===== config.mk =====
export PLATFORM = sky130hd
export DESIGN_NAME = btn_event_queue
export DESIGN_NICKNAME = d
export VERILOG_FILES = /design/src/rtl/btn_event_queue.sv
export SDC_FILE = /design/constraint.sdc
export NUM_CORES = 1
export LEC_CHECK = 0
export ABC_AREA = 1
export CORE_ASPECT_RATIO = 0.7
export CORE_MARGIN = 3
export CORE_UTILIZATION = 30
export CTS_CLUSTER_SIZE = 40
export DETAILED_ROUTE_END_ITERATION = 7
export GPL_TIMING_DRIVEN = 0
export SETUP_SLACK_MARGIN = 0.2
export SLEW_MARGIN = 20
export SYNTH_ARGS = -nofsm -noshare
export SYNTH_HDL_FRONTEND = slang
export SYNTH_SLANG_ARGS = --single-unit

===== constraint.sdc =====
create_clock -name Clk -period 3.3 [get_ports Clk]
set_input_delay 0.66 -clock Clk [delete_from_list [all_inputs] [get_ports Clk]]
set_output_delay 0.66 -clock Clk [all_outputs]
set_load 0.005 [all_outputs]

===== src/rtl/btn_event_queue.sv =====
// btn_event_queue
// Five push buttons are synchronized, debounced and turned into press events
// that are queued in a small FIFO for a ready/valid consumer.
//
// Optional build macro: BTN_EVQ_RELEASE_EN
//   defined   -> release (1->0) transitions also produce events, with ev_code[3]=1,
//                arbitrated after every pending press.
//   undefined -> only presses are queued and ev_code[3] is tied to 0.
//
// Internal button vectors are ordered like btn_level: bit4=C, bit3=L, bit2=U,
// bit1=D, bit0=R. Event button codes are 1=C, 2=L, 3=U, 4=D, 5=R.

module btn_event_queue #(
    parameter int DB_W  = 20,
    parameter int DEPTH = 4
) (
    input  logic       Clk,
    input  logic       Reset_n,
    input  logic       BtnC,
    input  logic       BtnL,
    input  logic       BtnU,
    input  logic       BtnD,
    input  logic       BtnR,
    output logic [3:0] ev_code,
    output logic       ev_valid,
    input  logic       ev_ready,
    output logic [4:0] ev_count,
    output logic [4:0] btn_level,
    output logic       ovf,
    input  logic       ovf_clr
);

    localparam int NBTN  = 5;
    localparam int PTR_W = $clog2(DEPTH);

`ifdef BTN_EVQ_RELEASE_EN
    // Request vector is {press[4:0], release[4:0]}; codes carry the release flag.
    localparam int CODE_W = 4;
    localparam int NREQ   = 2 * NBTN;
`else
    // Only press requests exist; the release flag is never stored.
    localparam int CODE_W = 3;
    localparam int NREQ   = NBTN;
`endif

    // Last counter value before the level is accepted: the toggle happens on
    // the (2^DB_W-1)-th consecutive clock with a differing synchronized input.
    localparam logic [DB_W-1:0] DB_LAST = DB_W'((64'd1 << DB_W) - 64'd2);
    localparam logic [4:0]      DEPTH_C = 5'(DEPTH);

    // ------------------------------------------------------------------
    // Per-button synchronizer and debounce
    // ------------------------------------------------------------------
    logic [NBTN-1:0] raw_btn;
    logic [NBTN-1:0] level_vec;

    assign raw_btn = {BtnC, BtnL, BtnU, BtnD, BtnR};

    genvar gi;
    generate
        for (gi = 0; gi < NBTN; gi++) begin : g_btn
            logic            sync1_reg;
            logic            sync2_reg;
            logic            level_reg;
            logic [DB_W-1:0] cnt_reg;

            // Two-flop synchronizer: the raw button is asynchronous to Clk.
            always_ff @(posedge Clk or negedge Reset_n) begin
                if (!Reset_n) begin
                    sync1_reg <= 1'b0;
                    sync2_reg <= 1'b0;
                end else begin
                    sync1_reg <= raw_btn[gi];
                    sync2_reg <= sync1_reg;
                end
            end

            // Debounce: count clocks of disagreement, flip the level when the run is long enough.
            always_ff @(posedge Clk or negedge Reset_n) begin
                if (!Reset_n) begin
                    cnt_reg   <= '0;
                    level_reg <= 1'b0;
                end else if (sync2_reg == level_reg) begin
                    cnt_reg <= '0;
                end else if (cnt_reg == DB_LAST) begin
                    cnt_reg   <= '0;
                    level_reg <= ~level_reg;
                end else begin
                    cnt_reg <= cnt_reg + DB_W'(1);
                end
            end

            assign level_vec[gi] = level_reg;
        end
    endgenerate

    assign btn_level = level_vec;

    // ------------------------------------------------------------------
    // Transition detection
    // ------------------------------------------------------------------
    logic [NBTN-1:0] level_d_reg;
    logic [NBTN-1:0] rise;

    // Previous debounced level, used to find the edge one clock after it happens.
    always_ff @(posedge Clk or negedge Reset_n) begin
        if (!Reset_n) begin
            level_d_reg <= '0;
        end else begin
            level_d_reg <= level_vec;
        end
    end

    assign rise = level_vec & ~level_d_reg;

    // ------------------------------------------------------------------
    // Pending bits and arbitration
    // ------------------------------------------------------------------
    logic [NBTN-1:0]   press_pend_reg;
    logic [NBTN-1:0]   press_pend_next;
    logic [NREQ-1:0]   req_vec;
    logic [NREQ-1:0]   grant;
    logic [NREQ-1:0]   grant_taken;
    logic              req_found;
    logic [CODE_W-1:0] win_code;
    logic              push_en;
    logic              pop_en;
    logic              ovf_event;

    // Code stored for request index idx (highest index = highest priority).
    function automatic logic [CODE_W-1:0] req_code(input int idx);
        logic [2:0] btn;
        btn = 3'(5 - (idx % 5));
`ifdef BTN_EVQ_RELEASE_EN
        return {(idx < 5), btn};
`else
        return btn;
`endif
    endfunction

`ifdef BTN_EVQ_RELEASE_EN
    logic [NBTN-1:0] fall;
    logic [NBTN-1:0] rel_pend_reg;
    logic [NBTN-1:0] rel_pend_next;

    assign fall    = ~level_vec & level_d_reg;
    assign req_vec = {press_pend_reg, rel_pend_reg};
`else
    assign req_vec = press_pend_reg;
`endif

    // Fixed-priority pick of one pending request per clock, C first, presses before releases.
    always_comb begin
        grant     = '0;
        req_found = 1'b0;
        win_code  = '0;
        for (int i = NREQ - 1; i >= 0; i--) begin
            if (req_vec[i] && !req_found) begin
                req_found = 1'b1;
                grant[i]  = 1'b1;
                win_code  = req_code(i);
            end
        end
    end

    assign pop_en      = ev_valid & ev_ready;
    // A full queue still accepts a write when the head leaves in the same clock.
    assign push_en     = req_found & ((ev_count != DEPTH_C) | pop_en);
    assign grant_taken = push_en ? grant : '0;

    // Pending update: clear the winner, latch new transitions unless one is already waiting.
    always_comb begin
        press_pend_next = (press_pend_reg & ~grant_taken[NREQ-1 -: NBTN])
                        | (rise & ~press_pend_reg);
        ovf_event       = |(rise & press_pend_reg);
`ifdef BTN_EVQ_RELEASE_EN
        rel_pend_next   = (rel_pend_reg & ~grant_taken[NBTN-1:0])
                        | (fall & ~rel_pend_reg);
        ovf_event       = ovf_event | (|(fall & rel_pend_reg));
`endif
    end

    // Pending request registers.
    always_ff @(posedge Clk or negedge Reset_n) begin
        if (!Reset_n) begin
            press_pend_reg <= '0;
        end else begin
            press_pend_reg <= press_pend_next;
        end
    end

`ifdef BTN_EVQ_RELEASE_EN
    // Release pending registers, only present when release events are enabled.
    always_ff @(posedge Clk or negedge Reset_n) begin
        if (!Reset_n) begin
            rel_pend_reg <= '0;
        end else begin
            rel_pend_reg <= rel_pend_next;
        end
    end
`endif

    // Sticky overflow; a fresh overflow wins over a simultaneous clear.
    logic ovf_reg;

    always_ff @(posedge Clk or negedge Reset_n) begin
        if (!Reset_n) begin
            ovf_reg <= 1'b0;
        end else if (ovf_event) begin
            ovf_reg <= 1'b1;
        end else if (ovf_clr) begin
            ovf_reg <= 1'b0;
        end
    end

    assign ovf = ovf_reg;

    // ------------------------------------------------------------------
    // Event FIFO
    // ------------------------------------------------------------------
    logic [CODE_W-1:0] mem_reg [DEPTH];
    logic [PTR_W-1:0]  wr_ptr_reg;
    logic [PTR_W-1:0]  rd_ptr_reg;
    logic [4:0]        count_reg;
    logic [4:0]        count_next;
    logic [CODE_W-1:0] head_code;

    // Storage write; contents need no reset because the head is masked when empty.
    always_ff @(posedge Clk) begin
        if (push_en) begin
            mem_reg[wr_ptr_reg] <= win_code;
        end
    end

    // Occupancy: push and pop together leave it unchanged.
    always_comb begin
        count_next = count_reg;
        case ({push_en, pop_en})
            2'b10:   count_next = count_reg + 5'd1;
            2'b01:   count_next = count_reg - 5'd1;
            default: count_next = count_reg;
        endcase
    end

    // Pointer and occupancy registers; pointers wrap naturally at DEPTH.
    always_ff @(posedge Clk or negedge Reset_n) begin
        if (!Reset_n) begin
            wr_ptr_reg <= '0;
            rd_ptr_reg <= '0;
            count_reg  <= '0;
        end else begin
            if (push_en) begin
                wr_ptr_reg <= wr_ptr_reg + PTR_W'(1);
            end
            if (pop_en) begin
                rd_ptr_reg <= rd_ptr_reg + PTR_W'(1);
            end
            count_reg <= count_next;
        end
    end

    assign head_code = mem_reg[rd_ptr_reg];
    assign ev_valid  = (count_reg != 5'd0);
    assign ev_count  = count_reg;

    // Head-of-queue output, forced to zero while the queue is empty.
    always_comb begin
        ev_code = 4'h0;
        if (ev_valid) begin
`ifdef BTN_EVQ_RELEASE_EN
            ev_code = head_code;
`else
            ev_code = {1'b0, head_code};
`endif
        end
    end

endmodule

After elaboration in Yosys (flattened, before gate mapping)
Memory sizes are Yosys's and may differ from the RTL's.
Cells that the tools add are included.
W data, S select, Z words.
{"block": "classes", "add_sub_neg": 9, "n_mul": 0, "n_div": 0, "magnitude_cmp": 0, "eq_ne": 13, "shifts": 0, "muxes": 31, "bitwise": 21, "n_reduce_logical": 17}
{"op": "$mux W20", "n": 10}
{"op": "$add A20 B1 Y20 const B", "n": 5}
{"op": "$eq A20 B20 Y1 const B", "n": 5}
{"op": "$and A5 B5 Y5", "n": 4}
{"op": "$not A5 Y5", "n": 3}
{"op": "$mux W1", "n": 14}
{"op": "$not A1 Y1", "n": 10}
{"op": "$pmux W5 S2", "n": 1}
{"op": "$reduce_and A2 Y1", "n": 5}
{"op": "$mux W3", "n": 3}
{"op": "$add A5 B1 Y5 const B", "n": 1}
{"op": "$eq A1 B1 Y1", "n": 5}
{"op": "$mux W5", "n": 1}
{"op": "$ne A5 B3 Y1 const B", "n": 1}
{"op": "$or A5 B5 Y5", "n": 1}
{"op": "$reduce_bool A5 Y1", "n": 1}
{"op": "$reduce_or A5 Y1", "n": 1}
{"op": "$sub A5 B1 Y5 const B", "n": 1}
{"op": "$add A2 B1 Y2 const B", "n": 2}
{"op": "$logic_and A1 B1 Y1", "n": 4}
{"op": "$logic_not A1 Y1", "n": 4}
{"op": "$mux W2", "n": 2}
{"op": "$reduce_bool A2 Y1", "n": 2}
{"op": "$and A1 B1 Y1", "n": 2}
{"op": "3 further kinds", "n": 3}
{"block": "totals", "register_bits": 135, "latchBits": 0, "ram_bits": 12, "mem_bits_ro": 0, "inputBits": 9, "output_inout_bits": 16, "elab_cells": 118, "n_memories": 1}
{"memory": "mem_reg", "depth": 4, "width": 3, "rd": 1, "rd_clocked_by_memory_dff": 0, "write_ports": 1, "line_no": "221", "text": "logic [CODE_W-1:0] mem_reg [DEPTH];"}

Logic depth before layout (Yosys ltp)
Gate-level depths: netlist of run 1.
{"block": "logic_depth", "ltp_word": 18, "depth_mapped": 15, "mapped_depth_nobuf": 15}

Worst setup path after synthesis of run 1
OpenSTA, ideal clock, no wires.
{"block": "synth_timing", "kind": "reg-to-reg", "from": "register count_reg[3], in the netlist ev_count[3]", "to": "register count_reg[4], in the netlist ev_count[4]", "setup_ns": 0.113, "t_arrival_ns": 1.896, "t_required_ns": 3.187, "slack_ns": 1.291, "stages_incl_launch_ff": 16, "n_path_buf": 0, "synth_period_minus_slack_ns": 2.009, "path_cell_list": "dfrtp_1 > nor2_1 > nand3_1 > nand2_1 > inv_1 > nand2_1 > inv_1 > ha_1 > a21oi_1 > nand2_1 > nand3_1 > nand2_1 > nand2_1 > nand2_1 > nand2_1 > inv_1"}
{"block": "synth_between", "elab_chain_len": 6, "word_cells_on_any_way": 11, "cone_classes": "add/sub (2); eq/ne (3); mux (1); bitwise (3); reduce/logical (2)"}
{"element": "start, declared", "line_no": "224", "text": "logic [4:0] count_reg;"}
{"element": "start signal, assigned", "line_no": "258", "text": "count_reg <= count_next;"}
{"element": "$reduce_bool A5 Y1 *", "line_no": "263", "text": "assign ev_valid = (count_reg != 5'd0);"}
{"element": "net ev_valid", "line_no": "25", "text": "output logic ev_valid,"}
{"element": "$and A1 B1 Y1 *", "line_no": "166", "text": "assign pop_en = ev_valid & ev_ready;"}
{"element": "$or A1 B1 Y1", "line_no": "168", "text": "assign push_en = req_found & ((ev_count != DEPTH_C) | pop_en);"}
{"element": "$and A1 B1 Y1", "line_no": "168"}
{"element": "$eq A2 B1 Y1 / $eq A2 B2 Y1 (equally long branches)", "line_no": "238", "text": "case ({push_en, pop_en})"}
{"element": "$pmux W5 S2 / $reduce_bool A2 Y1 (equally long branches)"}
The timed path passes the listed nets; every way through them passes the cells marked *.
A chain may end at the register's enable or synchronous reset.

Worst setup path after layout of run 1
{"block": "layout_timing", "from": "register rd_ptr_reg[0]", "to": "output ev_code[0]"}
{"block": "layout_between", "elab_chain_len": 2}
{"element": "start, declared", "line_no": "223", "text": "logic [PTR_W-1:0] rd_ptr_reg;"}
{"element": "start signal, assigned", "line_no": "256", "text": "rd_ptr_reg <= rd_ptr_reg + PTR_W'(1);"}
{"element": "$mem_v2 Z4 W3"}
{"element": "$mux W3", "line_no": "269", "text": "if (ev_valid) begin"}
{"element": "end, declared", "line_no": "24", "text": "output logic [3:0] ev_code,"}
Every way passes these cells.

==> summary.txt, run 1 <==
Timing
  • Setup Viol. Count Final: 0
  • Fin crit period: 2580 ps
  • Fin. Hold Viols: 0
  • Final Max Tran Viols: 0
  • Clock skew: 11.3 ps
  • Final period utilization: 0.781
  • FMAX: 388 MHz
  • RSZ-0062 raised after global routing: false

Min path
  • Worst Hold Class: in2async

Synth
  • Yosys warning total: 0
  • Top_reg_cell synth: dfrtp_1
  • Syn Std Cell Area: 0.00764 mm2
  • Synth area leader: dfrtp_1
  • Cell variety after synth: 40
  • Area contributors post-synth: dfrtp_1 44%, nor2_1 10%, nand2_1 8.9%
  • Post-synth EDFFs: 12
  • Register bit total from synthesis: 147
  • Post-synth top area share: 0.442
  • Syn nets: 961
  • Ys async rst share: 0.918
  • Synthesized instance count: 934
  • Average cell area after synthesis: 8.18 um2
  • Post-synthesis sequential area ratio: 0.489

Layout
  • Nets@finish: 1004
  • Final Instance Area: 0.00888 mm2
  • Multi-input gate area: 0.00336 mm2
  • Ant. Diodes: 0
  • Layout cells sized above 1: 0.0811
  • Area delta synth->final: 16.2%
  • Sequential Area: 0.00374 mm2
  • Layout fillers: 2584
  • Non-Filler Instances: 1311
  • Number of flip-flops under the largest register name: 100

CTS
  • Clock-pin slew on the worst setup and hold paths: 60 ps
  • Clock Tree Buf Depth: 2
  • CTS tree: yes
  • Clk root buf: clkbuf_16
  • Post-cts gate resize count: 0
  • Inserted Clock Buffers: 17
  • Post-CTS setup buffers: 0
  • Num Clock Sinks: 147
  • H-tree levels: 4
  • Skew-Pair Late Insertion Delay: 420 ps
  • Hold_buf cts: 0

Critical path
  • Setup crit start kind: flop
  • Critical path endpoint category: output port
  • Critical path fanouts, max: 8
  • CP arrival: 1920 ps
  • Worst R2R Setup Slack: 1070 ps
  • Critical path data required time: 2640 ps
  • Worst flop-to-flop path startpoint: ev_count[3]
  • Setup CP Type: reg2out
  • FF-to-FF End: ev_count[4]
  • Worst Reg-to-Reg Cells: 15

Routing
  • Antenna viol nets, final: 0
  • TritonRoute pass-1 iters: 5
  • Routed WL per cell: 11.6 um
  • DRC Markers: 0
  • Vias/cell: 4.43
  • Final wirelength: 15200 um
  • Via count: 5804
  • Iteration-0 DRC Markers: 349

Power and ir drop
  • VDD IR max: 0.000298 V
  • Cell Int Power: 3.36 mW
  • Gate power share: 0.125
  • Power Dens Cells: 498 mW/mm2
  • Sw frac: 0.240
  • Seq pwr share: 0.444
  • Net Sw Power: 1.06 mW
  • LEAKAGE: 3.84 nW
  • Clock power frac: 0.432

Die
  • Core box area: 0.0249 mm2
  • Initial Util: 0.307
  • Row cnt: 48
  • Ports: 25
  • Die width: 197 um
  • Die height: 140 um
  • Die Area: 0.0275 mm2

GRT
  • Remaining Overflow, GRT: 0
  • Largest net degree at the start of global routing: 72
  • Tot GR Track Use: 0.117
  • Number of global-route vias before repair: 5530
  • Initial antenna violation count: 0
  • First-pass GRT wire length: 26400 um

Placed design
  • Post-Place Cells: 1283
  • Post-DP HPWL: 11100 um
  • Port bufs: 23
  • Placed inst area: 0.00831 mm2
  • Routability Congestion: 0.818

Run status
  • Status: finished clean

Flow run
  • Max Cap Violations: 0
## final cells by class
| class | instances | area share |
|---|---|---|
| plain buffers | 13 | 0.0131 |
| clock inverters | 7 | 0.0124 |
| well taps | 325 | 0.0458 |
| inverters | 114 | 0.0485 |
| clock buffers | 21 | 0.0518 |
| multi-input cells | 660 | 0.378 |
| flip-flops and latches | 147 | 0.421 |
| repair buffers | 24 | 0.0296 |
## Yosys cell counts, drive strengths merged, types with 17 or more instances
library cell,instances
nor2,227
nand2,189
dfrtp,135
inv,114
nand3,49
a21oi,31
xor2,30
nor3,26
nand4,24
o21ai,24
xnor2,21
ha,17
## stage by stage
stage | setup WS [ps] | hold slack, ps | setup TNS, ps | utilization | total power [mW]
3_5_place_dp | 641 | 335 | 0 | 0.334 | 2.56
4_1_cts | 675 | 192 | 0 | 0.357 | 4.48
2_1_floorplan | 1290 | 331 | 0 | - | 2.31
3_3_place_gp | -4050 | 336 | -544820 | 0.333 | 2.54
5_1_grt | 518 | 216 | 0 | 0.357 | 4.64
6_report | 724 | 181 | 0 | 0.357 | 4.42
## kinds of logic (layout without fill, tap and decap cells)
kind of cell             count (synthesis)  in the layout  synth area share
XOR/XNOR                                51             51            0.0584
other                                    1              1          0.000491
adder cells (fa/ha/maj)                 18             18            0.0305
flip-flops                             147            147             0.489
AO/OA/AOI/OAI                           65             65            0.0470
buffers and inverters                  127            179            0.0715
AND/OR/NAND/NOR                        525            525             0.303
## power groups by stage
stage / Sequential (mW) / Clock [mW] / Combinational [mW]
4_1_cts: 1.96 / 1.96 / 0.562
3_3_place_gp: 1.99 / 0 / 0.544
5_1_grt: 1.97 / 2.04 / 0.637
2_1_floorplan: 1.98 / 0 / 0.328
6_report: 1.96 / 1.91 / 0.551
3_5_place_dp: 2.00 / 0 / 0.561
## critical path, cell delays in order, from the launching register on
cell,delay (ps)
dfrtp_1,320
clkbuf_1,250
nor2_1,90
nor2_1,80
o21ai_0,90
a21oi_1,160
clkdlybuf4s50_1,510
## metal layers
metal  global-route usage  part of all wire
met1                0.176              0.54
met2                0.169              0.41
met3               0.0230             0.033
met4               0.0360             0.012
met5                    0                 0
## layout by cell type, fill, tap and decap left out, drive strengths merged, types with 3 or more instances in the layout
cell,instances
nand2,189
nand4,24
inv,114
ha,17
edfxtp,12
nor3,26
a21oi,31
o21ai,24
xnor2,21
dfrtp,135
bufinv,3
nor2,227
nand3,49
xor2,30
clkinv,4
buf,14
a31oi,6
nor3b,3
clkbuf,22
clkdlybuf4s50,22
## worst max-delay path by stage
stage / from / slack, ps / to / cells past startpoint
after global placement: Reset_n / -4050 / g_btn[3].cnt_reg[11] / 1
after global routing: rd_ptr_reg[0] / 520 / ev_code[2] / 6
final: rd_ptr_reg[0] / 720 / ev_code[0] / 6
after floorplan: ev_count[3] / 1290 / ev_count[4] / 15
after detailed placement: ev_ready / 640 / ev_count[4] / 12
after CTS: rd_ptr_reg[0] / 670 / ev_code[0] / 6
No activity file was read; power rests on OpenSTA's default activity.
==> inputs of run 2 (changes only) <==
==> constraint.sdc (replaced) <==
create_clock -name Clk -period 2.5 [get_ports Clk]
set_input_delay 0.5 -clock Clk [delete_from_list [all_inputs] [get_ports Clk]]
set_output_delay 0.5 -clock Clk [all_outputs]
set_load 0.005 [all_outputs]
==> run 2 against run 1 <==
Net effect: utilization up 0.12 points; worst setup slack worse by 330 ps; via count down 0.31%; clock-buffer cell count unchanged; final cell count unchanged; non-clock buffer count unchanged; critical path type is now reg2reg.
==> summary.txt, run 2 (synthesized netlist as in run 1, its figures left out) <==
Run status
  • Status: finished clean

Die
  • Ports: 25 (unchanged)
  • Initial Util: 0.307 (unchanged)
  • Die height: 140 um (unchanged)
  • Die Area: 0.0275 mm2 (unchanged)
  • Core box area: 0.0249 mm2 (unchanged)
  • Row cnt: 48 (unchanged)
  • Die width: 197 um (unchanged)

Routing
  • Via count: 5786 (-0.31%)
  • Iteration-0 DRC Markers: 349 (unchanged)
  • Vias/cell: 4.41 (-0.31%)
  • Final wirelength: 15200 um (+0.13%)
  • Antenna viol nets, final: 0 (unchanged)
  • TritonRoute pass-1 iters: 5 (unchanged)
  • DRC Markers: 0 (unchanged)
  • Routed WL per cell: 11.6 um (+0.13%)

GRT
  • Remaining Overflow, GRT: 0 (unchanged)
  • Number of global-route vias before repair: 5530 (unchanged)
  • Initial antenna violation count: 0 (unchanged)
  • Largest net degree at the start of global routing: 72 (unchanged)
  • Tot GR Track Use: 0.117 (unchanged)
  • First-pass GRT wire length: 26400 um (unchanged)

Power and ir drop
  • Power Dens Cells: 657 mW/mm2 (+32%)
  • VDD IR max: 0.000394 V (+32%)
  • Total Power: 5.86 mW (+32%)
  • LEAKAGE: 3.85 nW (+0.10%)

CTS
  • Clk root buf: clkbuf_16
  • Clock-pin slew on the worst setup and hold paths: 60 ps (about the same)
  • CTS tree: yes
  • Post-CTS setup buffers: 0 (unchanged)
  • Num Clock Sinks: 147 (unchanged)
  • Skew-Pair Late Insertion Delay: 420 ps (about the same)
  • Clock Tree Buf Depth: 2 (unchanged)
  • H-tree levels: 4 (unchanged)
  • Inserted Clock Buffers: 17 (unchanged)

Layout
  • Utilization after layout: 0.358 (+0.00121)
  • Area delta synth->final: 16.6%
  • Most frequent cells in the layout: 206 x nor2_1, 180 x nand2_1, 133 x dfrtp_1
  • Commonest non-fill, non-tap cell in the layout: nor2_1
  • Ant. Diodes: 0 (unchanged)
  • Nets@finish: 1004 (unchanged)
  • Layout cells sized above 1: 0.0913 (+0.0101)
  • Number of flip-flops under the largest register name: 100 (unchanged)

Critical path
  • Slowest Stage Delay on Critical Path: 450 ps (-60 ps)
  • CP max stage cell: dfrtp_2
  • Setup CP Type: reg2reg
  • Critical path data required time: 2810 ps (+170 ps)
  • Setup crit start kind: flop
  • CP arrival: 2420 ps (+500 ps)
  • Worst path cell trace: nor2_2 > nand3_2 > nand2_2 > inv_1 > nand2_2 > inv_1 > ha_1 > nand3b_1 > nand2_1 > nand3_1 > nand2_1 > nand3_1 > nand2_1 > inv_1
  • Critical path endpoint category: flop
  • Critical path fanouts, max: 5 (-3)

Timing
  • RSZ-0062 raised after global routing: false
  • Setup Viol. Count Final: 0 (unchanged)
  • FMAX: 476 MHz
  • Clock skew: 11.0 ps (-0.289 ps)
  • Final Max Tran Viols: 0 (unchanged)
  • Final period utilization: 0.841
  • Fin crit period: 2100 ps
  • Fin. Hold Viols: 0 (unchanged)

Min path
  • Worst Hold Class: in2async

Placed design
  • Port bufs: 23 (unchanged)
  • Routability Congestion: 0.818 (unchanged)
  • Post-DP HPWL: 11100 um (unchanged)

Flow run
  • Max Cap Violations: 0 (unchanged)
==> run 2: layer usage <==
metal | global-route usage | share of wire
met1 | 0.176 | 0.55
met4 | 0.0360 | 0.012
met5 | 0 | 0
met3 | 0.0230 | 0.031
met2 | 0.169 | 0.41
==> run 2: critical path, delay by kind of cell, from the launching register on <==
| kind | cells | cell delay (ps) |
|---|---|---|
| DFF | 1 | 450 |
| buffers and inverters | 3 | 230 |
| adders and majority gates | 1 | 360 |
| and+or+nand+nor | 10 | 950 |
==> run 2: worst paths after layout <==
kind,from,to,slack (ps),cells after the start
max,ev_count[3],ev_count[4],400,14
min,Reset_n,g_btn[1].cnt_reg[17],20,1
max reg2reg,ev_count[3],ev_count[4],400,14
min reg2reg,g_btn[3].sync1_reg,g_btn[3].sync2_reg,350,0
max in group asynchronous,Reset_n,g_btn[4].cnt_reg[14],1750,2
min in group Clk,g_btn[3].sync1_reg,g_btn[3].sync2_reg,350,0
==> run 2: area by class of cell <==
cell class                 count  area, um2
inverter                     114        430
sequential                   147       3740
timing repair buffer          24        259
clock inverter                 7        110
fill                        2580      16000
tap                          325        407
clock buffer                  21        460
multi-input combinational    660       3380
buffer                        13        120
==> run 2: repair_timing <==
action                                  CTS  global route
hold buffers                              0             0
resized for setup                         6             8
endpoints found under the setup margin    3             2
==> run 2: power breakdown <==
part	total, mW	switching (mW)	internal (mW)
registers	2.60	0.107	2.50
clock network	2.52	0.929	1.59
logic	0.732	0.384	0.348
total	5.86	1.42	4.44
==> run 2: through the flow <==
stage | setup TNS, ps | std cells | setup slack (ps) | hold WS, ps | area, um2
floorplan | 0 | 934 | 491 | 204 | 7640
global placement | -631220 | 1282 | -4690 | 336 | 8280
detailed placement | 0 | 1283 | 1.16 | 335 | 8310
CTS | 0 | 1311 | 259 | 32.2 | 8880
global route | 0 | 1311 | 205 | 56.4 | 8910
finish | 0 | 1311 | 397 | 20.6 | 8910
